===== src/rtl/if_network_pkg.sv =====
// Shared constants, state encoding and sizing helpers for the integrate-and-fire network.
package if_network_pkg;

  localparam int DEF_NUM_INPUTS  = 4;
  localparam int DEF_NUM_OUTPUTS = 1;
  localparam int DEF_THRESH      = 15;
  localparam int DEF_RESET       = 0;
  localparam int DEF_REFRAC      = 5;
  localparam int DEF_WEIGHT_SIZE = 32;

  typedef enum logic [0:0] {
    ST_INTEG  = 1'b0,
    ST_REFRAC = 1'b1
  } neuron_state_e;

  // Wide enough that v plus every weight can never wrap before saturation.
  function automatic int acc_width(input int num_inputs, input int weight_size);
    return weight_size + $clog2(num_inputs) + 1;
  endfunction

  function automatic int cnt_width(input int refrac);
    return (refrac > 0) ? $clog2(refrac + 1) : 1;
  endfunction

  // LSB position of W[j][i] inside the flattened weight vector.
  function automatic int weight_offset(input int j, input int i,
                                       input int num_inputs, input int weight_size);
    return (j * num_inputs + i) * weight_size;
  endfunction

endpackage


===== src/rtl/if_neuron.sv =====
// One integrate-and-fire neuron: saturating weighted accumulation, threshold spike,
// reset to RESET and a fixed refractory window during which inputs are ignored.
module if_neuron
  import if_network_pkg::*;
#(
  parameter int NUM_INPUTS  = DEF_NUM_INPUTS,
  parameter int THRESH      = DEF_THRESH,
  parameter int RESET       = DEF_RESET,
  parameter int REFRAC      = DEF_REFRAC,
  parameter int WEIGHT_SIZE = DEF_WEIGHT_SIZE
) (
  input  logic                              clk_i,
  input  logic                              rst_ni,
  input  logic [NUM_INPUTS-1:0]             spike_i,
  input  logic [NUM_INPUTS*WEIGHT_SIZE-1:0] weights_i,
  output logic                              spike_o
);

  localparam int ACC_W = acc_width(NUM_INPUTS, WEIGHT_SIZE);
  localparam int CNT_W = cnt_width(REFRAC);
  localparam int EXT_W = ACC_W - WEIGHT_SIZE;

  localparam logic [ACC_W-1:0]       SAT_MAX  = {{EXT_W{1'b0}}, {WEIGHT_SIZE{1'b1}}};
  localparam logic [ACC_W-1:0]       THRESH_A = ACC_W'(THRESH);
  localparam logic [WEIGHT_SIZE-1:0] RESET_V  = WEIGHT_SIZE'(RESET);
  localparam logic [CNT_W-1:0]       REFRAC_C = CNT_W'(REFRAC);

  neuron_state_e            state_q, state_d;
  logic [WEIGHT_SIZE-1:0]   v_q, v_d;
  logic [CNT_W-1:0]         cnt_q, cnt_d;
  logic                     spike_q, spike_d;
  logic [ACC_W-1:0]         sum_s;
  logic [WEIGHT_SIZE-1:0]   sat_s;
  logic                     fire_s;

  // Weighted sum of active inputs onto the present potential, clamped to the register range.
  always_comb begin
    sum_s = {{EXT_W{1'b0}}, v_q};
    for (int i = 0; i < NUM_INPUTS; i++) begin
      sum_s = sum_s + (spike_i[i] ? {{EXT_W{1'b0}}, weights_i[i*WEIGHT_SIZE +: WEIGHT_SIZE]}
                                  : {ACC_W{1'b0}});
    end
    if (sum_s > SAT_MAX) begin
      sat_s = {WEIGHT_SIZE{1'b1}};
    end else begin
      sat_s = sum_s[WEIGHT_SIZE-1:0];
    end
    fire_s = ({{EXT_W{1'b0}}, sat_s} >= THRESH_A);
  end

  // Next-state logic: integrate/fire while idle, count down while refractory.
  always_comb begin
    state_d = state_q;
    v_d     = v_q;
    cnt_d   = cnt_q;
    spike_d = 1'b0;
    case (state_q)
      ST_INTEG: begin
        if (fire_s) begin
          spike_d = 1'b1;
          v_d     = RESET_V;
          cnt_d   = REFRAC_C;
          state_d = (REFRAC > 0) ? ST_REFRAC : ST_INTEG;
        end else begin
          v_d     = sat_s;
        end
      end
      ST_REFRAC: begin
        v_d   = RESET_V;
        cnt_d = cnt_q - CNT_W'(1);
        if (cnt_q == CNT_W'(1)) begin
          state_d = ST_INTEG;
        end else begin
          state_d = ST_REFRAC;
        end
      end
      default: begin
        state_d = ST_INTEG;
        v_d     = RESET_V;
        cnt_d   = {CNT_W{1'b0}};
      end
    endcase
  end

  // State, potential, refractory counter and output spike registers.
  always_ff @(posedge clk_i or negedge rst_ni) begin
    if (!rst_ni) begin
      state_q <= ST_INTEG;
      v_q     <= RESET_V;
      cnt_q   <= {CNT_W{1'b0}};
      spike_q <= 1'b0;
    end else begin
      state_q <= state_d;
      v_q     <= v_d;
      cnt_q   <= cnt_d;
      spike_q <= spike_d;
    end
  end

  assign spike_o = spike_q;

endmodule


===== src/rtl/if_network.sv =====
// Single fully connected layer of independent IF neurons; each neuron receives
// its own row of the flattened constant weight matrix.
module if_network
  import if_network_pkg::*;
#(
  parameter int NUM_INPUTS  = DEF_NUM_INPUTS,
  parameter int NUM_OUTPUTS = DEF_NUM_OUTPUTS,
  parameter int THRESH      = DEF_THRESH,
  parameter int RESET       = DEF_RESET,
  parameter int REFRAC      = DEF_REFRAC,
  parameter int WEIGHT_SIZE = DEF_WEIGHT_SIZE,
  parameter logic [NUM_OUTPUTS*NUM_INPUTS*WEIGHT_SIZE-1:0] WEIGHTS =
    {(NUM_OUTPUTS*NUM_INPUTS){WEIGHT_SIZE'(1)}}
) (
  input  logic                   clk,
  input  logic                   rst,
  input  logic [NUM_INPUTS-1:0]  spike_in,
  output logic [NUM_OUTPUTS-1:0] spike_out
);

  for (genvar j = 0; j < NUM_OUTPUTS; j++) begin : g_neuron
    logic [NUM_INPUTS*WEIGHT_SIZE-1:0] w_row_s;

    for (genvar i = 0; i < NUM_INPUTS; i++) begin : g_w
      assign w_row_s[i*WEIGHT_SIZE +: WEIGHT_SIZE] =
        WEIGHTS[weight_offset(j, i, NUM_INPUTS, WEIGHT_SIZE) +: WEIGHT_SIZE];
    end

    if_neuron #(
      .NUM_INPUTS (NUM_INPUTS),
      .THRESH     (THRESH),
      .RESET      (RESET),
      .REFRAC     (REFRAC),
      .WEIGHT_SIZE(WEIGHT_SIZE)
    ) u_neuron (
      .clk_i    (clk),
      .rst_ni   (rst),
      .spike_i  (spike_in),
      .weights_i(w_row_s),
      .spike_o  (spike_out[j])
    );
  end

endmodule


===== config.mk =====
export PLATFORM = sky130hd
export DESIGN_NAME = if_network
export DESIGN_NICKNAME = d
export VERILOG_FILES = /design/src/rtl/if_network_pkg.sv /design/src/rtl/if_neuron.sv /design/src/rtl/if_network.sv
export SDC_FILE = /design/constraint.sdc
export NUM_CORES = 1
export LEC_CHECK = 0
export BUFFER_PORTS_ARGS = -buffer_cell sky130_fd_sc_hd__buf_2
export CAP_MARGIN = 20
export CORE_ASPECT_RATIO = 0.9
export CORE_MARGIN = 5
export CORE_UTILIZATION = 55
export CTS_CLUSTER_DIAMETER = 60
export CTS_CLUSTER_SIZE = 40
export DETAILED_ROUTE_END_ITERATION = 6
export HOLD_SLACK_MARGIN = 0.03
export PLACE_DENSITY_LB_ADDON = 0.25
export SYNTH_ARGS = -nofsm -noshare
export SYNTH_HDL_FRONTEND = slang
export SYNTH_SLANG_ARGS = --single-unit

===== constraint.sdc =====
create_clock -name clk -period 4.85 [get_ports clk]
set_clock_uncertainty 0.2 [all_clocks]
set_input_delay 0.97 -clock clk [delete_from_list [all_inputs] [get_ports clk]]
set_output_delay 0.97 -clock clk [all_outputs]
set_load 0.01 [all_outputs]

==> impl_metrics.tcl <==
set metrics [dict create \
    status "complete, no violations" \
    p_leak_nw 0.966 \
    grt_pass1_vias 1400 \
    cp_data_arrival_time_ps 4460 \
    clock_latency_ps 280 \
    tightest_slew_ps 785 \
    yosysTopAreaCell "dfrtp_1" \
    wl_per_cell_um 13.4 \
    crit_fanout 6 \
    cts_resized 0 \
    grt-ovfl-total 0 \
    max_stage_delay_ps 700 \
    worstHoldPathType "flip-flop to flip-flop" \
    power_mw 0.598 \
    sw_frac_of_total_pct 24.2 \
    synthArstFlopShare_pct 100 \
    cts_buffers 5 \
    path_clk_slew_ps 70 \
    via_count 1573 \
    avgViaCountPerCell 5.58 \
    p_sw_mw 0.144 \
    drt_iter0_markers 97 \
    dpl.cell_count 275 \
    ys_ff_latch 37 \
    grt_usage_pct 17.4 \
    power_density_nw_per_um2 258 \
    intPower_mw 0.453 \
    comb_power_share_pct 8.3 \
    clock_path_buffers 2 \
    finalNonFillerCells 282 \
    num_rows 20 \
    worstSetupEndpointType "flip-flop" \
    die_x_um 73.8 \
    ys_seq_area_share_pct 45.9 \
    p_clk_share_pct 35.4 \
    max_freq_mhz 222 \
    nFillCells 295 \
    first_pass_iters 4 \
    die_h_um 67.5 \
    yosys_warnings 0 \
    dp_hpwl_um 2870 \
    core_um2 3450 \
    crit_buf_inv 3 \
    grt_antenna_before_repair 0 \
    syn_area_per_cell_um2 10.2 \
    layout_commonest_cell "dfrtp_1" \
    antenna_cells 0 \
    hold_buffers 0 \
    seqPwrFrac_pct 56.2 \
    drive_gt1_share_pct 11.8 \
    drv_cap 0 \
    die-area_um2 4980 \
    gp_congestion 0.895 \
    post-place-ws_ps 65.1 \
    ios 7 \
    htree_levels 2 \
    fin_ws_ps 354 \
    synth-edff-count 0 \
    netlist_instances 197 \
    post_cts_buffers 0 \
    worstPathCellList "buf_2, fa_1, inv_1, fa_1, inv_1, fa_1, nand3_2, nor4_1, xnor2_1, nand2_1, or4_1, or4_1, o32a_1" \
    crit_slowest_cell "or4_1" \
    grt_max_degree 38 \
    worst_setup_path_start_kind "input port" \
    setup_tns_ps 0 \
    crit_top_cell "fa_1" \
    syn_area_um2 2020 \
    nNetsFinal 250 \
    layout_common_cells "dfrtp_1 (37), conb_1 (28), nand3_1 (16)" \
    crit_family "simple AND/OR/NAND/NOR gates" \
    grt_pass1_wl_um 6580 \
    drv_slew 0 \
    port_buffers 6 \
    ys.flop_type "dfrtp_1" \
    start_util_pct 58.4 \
    cts_root_buf "clkbuf_8" \
    hold_viol 0 \
    cts_tree "yes" \
    rsz0062_at_grt "false" \
    route.detailed.drc 0 \
    routed_wl_um 3790 \
    numClockSinks 37 \
    path_class "input port to flip-flop" \
    slew_headroom_pct 47.7 \
    syn2layout_area_growth_pct 14.7 \
    finalCritPeriodShare_pct 92.7 \
    finalSetupViolations 0 \
    synth.top_cell.area_share_pct 45.9 \
    synth.distinct_cells 51 \
    synth_area_leaders "dfrtp_1 (46%), nor4_1 (4.3%), nand3_1 (4.0%)" \
    drtAntennaViolNets 0 \
    vdd_ir_drop_max_mv 0.165 \
    worstPathRequired_ps 4820 \
    fin_crit_ps 4500 \
]
-- routing by layer --
metal	global-route usage, %	wire [um]
met1	24.0	1790
met2	26.2	1710
met3	3.57	207
met4	8.37	87
met5	0	0
-- area by class of cell --
| type | count | area [um^2] | share of cell area [%] |
|---|---|---|---|
| flip-flops and latches | 37 | 926 | 40.0 |
| clock inverters | 1 | 7.51 | 0.324 |
| repair buffers | 11 | 67.6 | 2.92 |
| clock buffers | 6 | 82.6 | 3.57 |
| well taps | 44 | 55.1 | 2.38 |
| inverters | 10 | 37.5 | 1.62 |
| multi-input cells | 173 | 1140 | 49.2 |
-- state kept, by name, summed over array words and instances, names as in the netlist --
| name | count |
|---|---|
| g_neuron.u_neuron.cnt_q | 3 |
| g_neuron.u_neuron.state_q | 1 |
| g_neuron.u_neuron.v_q | 32 |
| g_neuron.u_neuron.spike_o | 1 |
-- worst paths after layout --
check / slack (ps) / end / from / cells past startpoint
setup / recovery: 350 / g_neuron[0].u_neuron.state_q / spike_in[0] / 13
hold / removal: 350 / g_neuron[0].u_neuron.cnt_q[0] / g_neuron[0].u_neuron.cnt_q[0] / 1
setup reg to reg: 1310 / g_neuron[0].u_neuron.state_q / g_neuron[0].u_neuron.v_q[0] / 11
hold reg to reg: 350 / g_neuron[0].u_neuron.cnt_q[0] / g_neuron[0].u_neuron.cnt_q[0] / 1
max in group asynchronous: 3380 / g_neuron[0].u_neuron.v_q[29] / rst / 1
min in group asynchronous: 570 / g_neuron[0].u_neuron.v_q[15] / rst / 1
-- metrics by stage --
step	hold WS, ps	util [%]	cell area, um^2
finish	349	67.0	2310
CTS	348	67.0	2310
detailed placement	343	64.4	2220
global route	359	67.0	2310
global placement	335	64.4	2220
floorplan	297	-	2120
-- cell families (layout without fill, tap and decap cells) --
| logic type | Yosys count | after routing | synth area share, % |
|---|---|---|---|
| compound gates | 33 | 33 | 13.4 |
| xor+xnor | 10 | 10 | 4.34 |
| fa+ha+maj | 6 | 6 | 4.84 |
| buf+inv | 14 | 28 | 2.73 |
| flops | 37 | 37 | 45.9 |
| mux | 2 | 2 | 1.05 |
| other cells | 1 | 28 | 0.186 |
| simple gates | 94 | 94 | 27.5 |
-- power groups by stage --
stage | Clock, mW | Combinational (mW) | Sequential (mW)
global placement | 0 | 0.0487 | 0.341
floorplan | 0 | 0.0342 | 0.338
detailed placement | 0 | 0.0500 | 0.342
finish | 0.212 | 0.0499 | 0.336
CTS | 0.220 | 0.0503 | 0.336
global route | 0.234 | 0.0573 | 0.338
-- Yosys cell counts, types with 2 or more instances --
| master | count |
|---|---|
| dfrtp_1 | 37 |
| nand3_1 | 16 |
| nor4_1 | 14 |
| nand2_1 | 13 |
| nor2_1 | 12 |
| inv_1 | 10 |
| nand4_1 | 9 |
| o21ai_0 | 6 |
| nor3_1 | 5 |
| xnor2_1 | 5 |
| xor2_1 | 5 |
| nand2b_1 | 4 |
| a211oi_1 | 3 |
| a21oi_1 | 3 |
| fa_1 | 3 |
| ha_1 | 3 |
| nor2b_1 | 3 |
| o211a_1 | 3 |
| o211ai_1 | 3 |
| a22oi_1 | 2 |
| and3_1 | 2 |
| buf_2 | 2 |
| clkbuf_1 | 2 |
| nand3b_1 | 2 |
| o21a_1 | 2 |
| or3_1 | 2 |
| or4_1 | 2 |
(Power assumes the default switching activity.)
